### src/rtl/data_rsp.sv
// Read-response side of the data BRAM port: issues reads, tracks them across the
// fixed BRAM latency and buffers returned words under credit-based flow control.
`timescale 1ns / 1ps

module data_rsp #(
    parameter int unsigned ADDR_WIDTH  = 32,
    parameter int unsigned DATA_WIDTH  = 32,
    parameter int unsigned RAM_LATENCY = 2,
    parameter int unsigned FIFO_DEPTH  = 4,
    parameter int unsigned REG_WIDTH   = 32
) (
    input  logic                  clk,
    input  logic                  rst,
    input  logic [ADDR_WIDTH-1:0] i_addr,
    input  logic                  i_rden,
    output logic                  o_stall,
    output logic [ADDR_WIDTH-1:0] o_bram_addr,
    output logic                  o_bram_en,
    input  logic [DATA_WIDTH-1:0] i_bram_data,
    output logic [DATA_WIDTH-1:0] o_data,
    output logic                  o_data_vld,
    input  logic                  i_data_rdy,
    output logic                  o_err_ovf,
    output logic [REG_WIDTH-1:0]  dbg_datarsp_fifo_cnt,
    output logic [REG_WIDTH-1:0]  dbg_datarsp_rd_cnt
);

    localparam int unsigned PtrW = $clog2(FIFO_DEPTH);
    localparam int unsigned CntW = $clog2(FIFO_DEPTH + 1);

    logic                   accept;
    logic                   ret;
    logic                   pop;
    logic [RAM_LATENCY-1:0] tag_q, tag_d;
    logic [CntW-1:0]        inflight_q, inflight_d;
    logic [CntW-1:0]        fifo_cnt_q, fifo_cnt_d;
    logic [PtrW-1:0]        wr_ptr_q, rd_ptr_q;
    logic [DATA_WIDTH-1:0]  mem_q [FIFO_DEPTH];
    logic                   err_q;
    logic [REG_WIDTH-1:0]   rd_cnt_q;
    logic [CntW:0]          credit_used;

    // Credits cover both in-flight reads and buffered words, so a push never overflows.
    assign credit_used = {1'b0, inflight_q} + {1'b0, fifo_cnt_q};
    assign o_stall     = credit_used >= (CntW + 1)'(FIFO_DEPTH);

    assign accept      = i_rden & ~o_stall;
    assign ret         = tag_q[RAM_LATENCY-1];
    assign pop         = o_data_vld & i_data_rdy;

    assign o_bram_en   = accept;
    assign o_bram_addr = i_addr;

    assign o_data_vld  = fifo_cnt_q != '0;
    assign o_data      = mem_q[rd_ptr_q];
    assign o_err_ovf   = err_q;

    assign dbg_datarsp_fifo_cnt = REG_WIDTH'(fifo_cnt_q);
    assign dbg_datarsp_rd_cnt   = rd_cnt_q;

    always_comb begin
        tag_d    = '0;
        tag_d[0] = accept;
        for (int k = 1; k < int'(RAM_LATENCY); k++) begin
            tag_d[k] = tag_q[k-1];
        end
        inflight_d = inflight_q + CntW'(accept) - CntW'(ret);
        fifo_cnt_d = fifo_cnt_q + CntW'(ret) - CntW'(pop);
    end

    always_ff @(posedge clk) begin
        if (rst) begin
            tag_q      <= '0;
            inflight_q <= '0;
            fifo_cnt_q <= '0;
            wr_ptr_q   <= '0;
            rd_ptr_q   <= '0;
            err_q      <= 1'b0;
            rd_cnt_q   <= '0;
        end else begin
            tag_q      <= tag_d;
            inflight_q <= inflight_d;
            fifo_cnt_q <= fifo_cnt_d;
            if (ret) begin
                wr_ptr_q <= wr_ptr_q + PtrW'(1);
            end
            if (pop) begin
                rd_ptr_q <= rd_ptr_q + PtrW'(1);
            end
            if (i_rden && o_stall) begin
                err_q <= 1'b1;
            end
            if (accept) begin
                rd_cnt_q <= rd_cnt_q + REG_WIDTH'(1);
            end
        end
    end

    // Storage needs no reset; occupancy and pointers define what is valid.
    always_ff @(posedge clk) begin
        if (!rst && ret) begin
            mem_q[wr_ptr_q] <= i_bram_data;
        end
    end

endmodule

### config.mk
export PLATFORM = sky130hd
export DESIGN_NAME = data_rsp
export DESIGN_NICKNAME = d
export VERILOG_FILES = /design/src/rtl/data_rsp.sv
export SDC_FILE = /design/constraint.sdc
export NUM_CORES = 1
export LEC_CHECK = 0
export ABC_AREA = 1
export BUFFER_PORTS_ARGS = -buffer_cell sky130_fd_sc_hd__buf_2
export CELL_PAD_IN_SITES_DETAIL_PLACEMENT = 0
export CELL_PAD_IN_SITES_GLOBAL_PLACEMENT = 1
export CORE_UTILIZATION = 41
export CTS_CLUSTER_SIZE = 10
export DETAILED_ROUTE_END_ITERATION = 10
export GPL_TIMING_DRIVEN = 0
export HOLD_SLACK_MARGIN = 0.12
export PLACE_DENSITY = 0.86
export SYNTH_ARGS = -nofsm -noshare
export SYNTH_HDL_FRONTEND = slang
export SYNTH_SLANG_ARGS = --single-unit
export TNS_END_PERCENT = 10
### constraint.sdc
create_clock -name clk -period 3.3 [get_ports clk]
set_input_delay 0.66 -clock clk [delete_from_list [all_inputs] [get_ports clk]]
set_output_delay 0.66 -clock clk [all_outputs]
set_load 0.01 [all_outputs]
==> results of run 1 <==
==> synthesized netlist by cell type (5+ instances only) <==
cell type / number / area [um2]
clkbuf_1: 15 / 56.30
xor2_1: 5 / 43.79
dfxtp_1: 47 / 940.9
buf_4: 63 / 473.0
nand3_1: 30 / 150.1
inv_1: 58 / 217.7
nor2_2: 5 / 31.28
o22ai_1: 32 / 200.2
nor2_1: 140 / 525.5
edfxtp_1: 128 / 3844
nand2_1: 80 / 300.3
ha_1: 11 / 137.6
o21ai_0: 71 / 355.3
a21oi_1: 17 / 85.08
nand4_1: 9 / 56.30
nor3_1: 6 / 30.03
==> metal layers <==
| layer | up-vias | part of all wire, % | routed length, um | global-route usage (%) |
|---|---|---|---|---|
| met1 | 2573 | 44 | 7348 | 22.56 |
| met4 | 0 | 0.61 | 103 | 5.088 |
| met5 | - | 0 | 0 | 0 |
| met3 | 7 | 5.9 | 993 | 4.474 |
| li1 | 2843 | - | - | - |
| met2 | 134 | 50 | 8431 | 30.39 |
==> power breakdown <==
group / leakage, uW / internal [uW] / switching [uW]
registers: 0.00153 / 2440 / 58.4
logic: 0.00202 / 467 / 790
clock network: 0.000285 / 1140 / 887
total: 0.00384 / 4050 / 1740
==> worst max-delay path, stage by stage (launching register included) <==
cell and delay, ps:
dfxtp_1 330, buf_2 220, clkinv_1 290, clkbuf_1 320, o21ai_0 230, o22ai_1 120
buf_2 160
==> cell usage in the layout, fill, tap and decap left out, types with 3 or more instances in the layout <==
master / instances
a21oi_1: 17
buf_16: 3
buf_2: 141
buf_4: 63
buf_6: 4
clkbuf_1: 15
clkbuf_16: 17
clkinvlp_4: 3
conb_1: 29
dfxtp_1: 47
edfxtp_1: 128
ha_1: 11
inv_1: 58
inv_6: 3
inv_8: 3
nand2_1: 80
nand3_1: 30
nand3_2: 4
nand4_1: 9
nor2_1: 136
nor2_2: 5
nor2_4: 8
nor3_1: 6
o21ai_0: 71
o22ai_1: 32
xor2_1: 5
==> worst max-delay path by stage <==
stage | start | end | cells after the start
3_3_place_gp | rst | mem_q[0][19] | 4
6_report | flip-flop | o_data[6] | 6
4_1_cts | flip-flop | o_data[6] | 6
2_1_floorplan | rst | mem_q[0][0] | 3
5_1_grt | flip-flop | o_data[6] | 6
3_5_place_dp | i_data_rdy | fifo_cnt_q[1] | 8
==> registers in the layout (all words and copies together), names as in the netlist, named ones only <==
signal / cells
fifo_cnt_q: 3
dbg_datarsp_rd_cnt: 32
tag_q: 2
wr_ptr_q: 2
rd_ptr_q: 2
o_err_ovf: 1
mem_q: 128
inflight_q: 3
==> final cells by class <==
cell class	instances	area [um2]
well taps	229	286.5
flip-flops and latches	175	4785
diodes	2	5.005
fillers	1664	8701
multi-input cells	454	2271
plain buffers	87	596.8
inverters	61	230.2
repair buffers	142	793.3
clock inverters	14	176.4
clock buffers	17	425.4
==> per-stage QoR <==
stage	hold WS, ps	TNS [ps]	utilization (%)	total power [uW]
3_5_place_dp	391.6	0	49.05	3820
4_1_cts	403.6	0	52.35	5854
3_3_place_gp	390.1	-79040	48.33	3796
5_1_grt	417.8	0	52.35	6092
6_report	403.0	0	52.38	5784
2_1_floorplan	388.3	0	-	3335
==> kinds of logic after synthesis <==
group                    Yosys count  synth area share (%)
XOR/XNOR                           7                0.7914
AO/OA/AOI/OAI                    122                 8.463
buffers and inverters            148                 10.67
other                              1               0.04840
adder cells (fa/ha/maj)           13                 2.293
AND/OR/NAND/NOR                  283                 15.97
flip-flops                       175                 61.76
==> results.yml, run 1 <==
status:
  status: "complete, no violations"
worst_setup_path:
  cp.arrival_ps: 2080
  worstRegToRegCells: 10
  worstPathRequired_ps: 2640
  r2r-start: "fifo_cnt_q[1]"
  timing.rr.end: "inflight_q[2]"
  cp_max_fo: 10
  crit_path_end_kind: "primary output"
  worstSetupPathType: "flip-flop to primary output"
  start_kind: "flip-flop"
  ff2ff_setup_slack_ps: 980
clock_network:
  clk_latency_ps: 430
  cts_sinks: 175
  ctsHoldBuffers: 0
  cts_tree: "done"
  cts_setup_buffers: 0
  cts_max_level: 4
  cts_inserted_buffers: 17
  clk_pin_slew_ps: 70
  cts_buffer_depth: 2
  cts-resized-gates: 0
  root_buffer: "clkbuf_16"
routing:
  route.detailed.drc: 0
  drt_iter0_drc: 273
  ant_nets: 0
  post_drt_wl_per_cell_um: 14.29
  vias: 5557
  wirelength_um: 16880
  viasPerCell: 4.705
  first_pass_iters: 4
grt:
  grt_max_degree: 26
  grt_use_total_pct: 17.89
  grt_pass1_wl_um: 26740
  antenna_found_initial: 1
  grt-ovfl-total: 0
  grt_pass1_vias: 5127
sta:
  clock.fmax_ghz: 0.3645
  period_needed_ps: 2743
  setup_viol: 0
  finalHoldViolCount: 0
  period_share_pct: 83.13
  post-route-worst-setup-slack_ps: 556.7
  max_slew_margin_pct: 60.66
  rsz0062_at_grt: "false"
  worst_pin_slew_ps: 584.8
  finalMaxSlewViolations: 0
  finClkSkew_ps: 10.05
place:
  dpl.cell_count: 1148
  dpl-instance-area_mm2: 0.008962
  gp_congestion: 0.8242
  dpl.hpwl_um: 11770
  portBuffers: 138
  pre_cts_ws_ps: 902.7
yosys:
  syn_inst: 749
  netlist_area_mm2: 0.007747
  syn_avg_cell_area_um2: 10.34
  synth_cell_types: 32
  synth_edf_count: 128
  synth_ff_type: "edfxtp_1"
  ys_ff_latch: 175
  async_flop_share_pct: 0
  ys_seq_area_share_pct: 61.76
  yosys_warnings: 0
floorplanning:
  die_h_um: 139.5
  rows: 49
  core-area_mm2: 0.01827
  die_area_mm2: 0.01945
  die_w_um: 139.5
  start_util_pct: 42.41
  io-pin-count: 200
worst_hold_path:
  worstHoldPathType: "flip-flop to flip-flop"
  holdPathStages: 2
  hp-start: "tag_q[0]"
  hold_end: "tag_q[1]"
power:
  power_density_mw_per_mm2: 604.4
  power_leakage_uw: 0.003843
  peakVddDrop_uv: 387.6
cells_and_area:
  area_growth_pct: 23.51
  post_layout_nonfiller_instances: 1181
  fin_nets: 1019
  fin_area_mm2: 0.009569
  drive_gt1_share_pct: 27.68
run:
  drv_cap: 0
Power figures use the tool's default switching activity.
==> run 2, diff against run 1 <==
Settings changed: ABC_AREA 1 to 0, CORE_UTILIZATION 41 to 38, PLACE_DENSITY 0.86 to 0.8.
Clock period 3.3 ns to 2.4 ns, I/O delays scaled along.
==> results.yml, run 2 <==
yosys:
  synth_most_common_cell: "edfxtp_1"
  yosys_warnings: 0
  syn_inst: 492
  synth_cell_types: 38
  ys_top_cells_by_area: "edfxtp_1 (52%), dfxtp_1 (13%), mux4_2 (9.7%)"
  netlist_area_mm2: 0.007421
  synthTopCellsByCount: "edfxtp_1 (128), buf_4 (61), dfxtp_1 (47)"
  syn_avg_cell_area_um2: 15.08
  synth_ff_type: "edfxtp_1"
  ys_seq_area_share_pct: 64.47
  async_flop_share_pct: 0
  synth_edf_count: 128
  synth_top_cell_by_area: "edfxtp_1"
  synth_top_area_share_pct: 51.80
  ys_ff_latch: 175
cells_and_area:
  area_growth_pct: 24.33
  final_common_cell: "buf_2"
  largest_register_ff_count: 128
  layout_common_cells: "buf_2 (144), edfxtp_1 (128), buf_4 (66)"
  fin_nets: 762
  drive_gt1_share_pct: 43.80
  largest_register: "mem_q"
  post_layout_nonfiller_instances: 955
  multiInputGateArea_mm2: 0.002188
  final-seq-area_mm2: 0.004792
  utilization_pct: 48.83
  n_fill_cell: 1637
worst_hold_path:
  worstHoldPathType: "primary input to flip-flop"
  holdPathStages: 1
clock_network:
  cts_tree: "done"
  cts_buffer_depth: 2
  cts_max_level: 4
  cts_sinks: 175
  root_buffer: "clkbuf_16"
  cts_inserted_buffers: 17
  clk_pin_slew_ps: 70
  clk_latency_ps: 420
  ctsHoldBuffers: 0
sta:
  period_needed_ps: 2305
  clock.fmax_ghz: 0.4337
  period_share_pct: 96.06
  finalMaxSlewViolations: 0
  rsz0062_at_grt: "false"
  setup_viol: 0
  finalHoldViolCount: 0
  fin_hold_ws_ps: 269.4
  worst_pin_slew_ps: 884.7
  finClkSkew_ps: 11.10
  finalSetupTns_ps: 0
  max_slew_margin_pct: 41.02
grt:
  grt_use_total_pct: 15.67
  grt_pass1_wl_um: 23930
  grt-ovfl-total: 0
  antenna_found_initial: 0
  grt_max_degree: 33
  grt_pass1_vias: 4725
floorplanning:
  die_area_mm2: 0.02009
  die_h_um: 141.7
  start_util_pct: 39.28
  core-area_mm2: 0.01889
  io-pin-count: 200
  die_w_um: 141.7
  rows: 50
place:
  gp_congestion: 0.8406
  portBuffers: 138
  dpl.cell_count: 918
  dpl.hpwl_um: 10540
routing:
  post_drt_wl_per_cell_um: 16.07
  route.detailed.drc: 0
  first_pass_iters: 4
  ant_nets: 0
  vias: 4688
  drt_iter0_drc: 262
  wirelength_um: 15350
  viasPerCell: 4.909
power:
  power_leakage_uw: 0.003503
  peakVddDrop_uv: 526.8
  power_density_mw_per_mm2: 842.6
worst_setup_path:
  start_kind: "flip-flop"
  worstRegToRegCells: 6
  crit_path_end_kind: "flip-flop"
  cp.arrival_ps: 2620
  worstSetupPathType: "flip-flop to flip-flop"
  worstPathRequired_ps: 2710
  cp_max_fo: 10
run:
  drv_cap: 0
status:
  status: "complete, no violations"
-- run 2: cell count changes after synthesis, moves of 9 or more --
cell     change
nor2_1     -123
nand2_1     -68
o21ai_0     -64
inv_1       -46
mux4_2      +32
o22ai_1     -32
nand3_1     -18
o31ai_1     +17
or4_1       +17
a21oi_1      +9
-- run 2: final cells by class --
class                   count  area share, %
diodes                      1        0.02712
plain buffers              81          6.225
clock buffers              17          4.611
clock inverters            15          1.573
inverters                  12         0.4882
multi-input cells         251          23.72
flip-flops and latches    175          51.94
well taps                 260          3.526
repair buffers            143          7.893
-- run 2: what timing repair did --
action	in CTS	in global routing
endpoints found under the setup margin	43	44
gates resized for setup	12	11
endpoints found under the hold margin	0	0
pin swaps	1	2
buffers inserted	3	2
-- run 2: per-layer routing --
layer	GRT usage, %	share of wire [%]	vias to the layer above
met4	4.980	1.2	0
met2	27.51	52	156
met3	3.881	5.7	15
li1	-	-	2184
met5	0	0	-
met1	18.88	41	2333
-- run 2: logic make-up (layout without fill, tap and decap cells) --
group,Yosys count,after routing,synth area share (%)
other,1,30,0.05053
multiplexers,35,35,10.15
AND/OR/NAND/NOR,111,111,9.374
flip-flops,175,175,64.47
adder cells (fa/ha/maj),13,13,2.394
XOR/XNOR,12,12,1.416
AO/OA/AOI/OAI,51,51,4.063
buffers and inverters,94,268,8.076
-- run 2: final timing paths --
check        slack [ps]                endpoint       startpoint
min                 270            mem_q[2][14]  i_bram_data[14]
max reg2reg          90  dbg_datarsp_rd_cnt[28]    inflight_q[2]
min reg2reg         440                tag_q[1]         tag_q[0]
max                  90  dbg_datarsp_rd_cnt[28]    inflight_q[2]
-- run 2: through the flow --
| stage | worst slack [ps] | total power [uW] | instance area, um2 |
|---|---|---|---|
| after floorplan | 23.21 | 4614 | 7526 |
| after global placement | -235.2 | 5085 | 8542 |
| after detailed placement | -219.2 | 5132 | 8547 |
| after CTS | -0.6897 | 7789 | 9164 |
| after global routing | 33.79 | 8153 | 9224 |
| final | 94.51 | 7774 | 9226 |
-- run 2: where the power goes --
part	switching (uW)	internal (uW)
sequential	131	3370
clock	1230	1380
combinational	782	878
total	2150	5630
-- run 2: worst max-delay path, stage by stage, from the launching register on --
cell and delay (ps):
dfxtp_1 400, ha_4 240, nor3_2 310, nand3b_2 250
buf_2 260, nor4_1 360, mux2_2 380
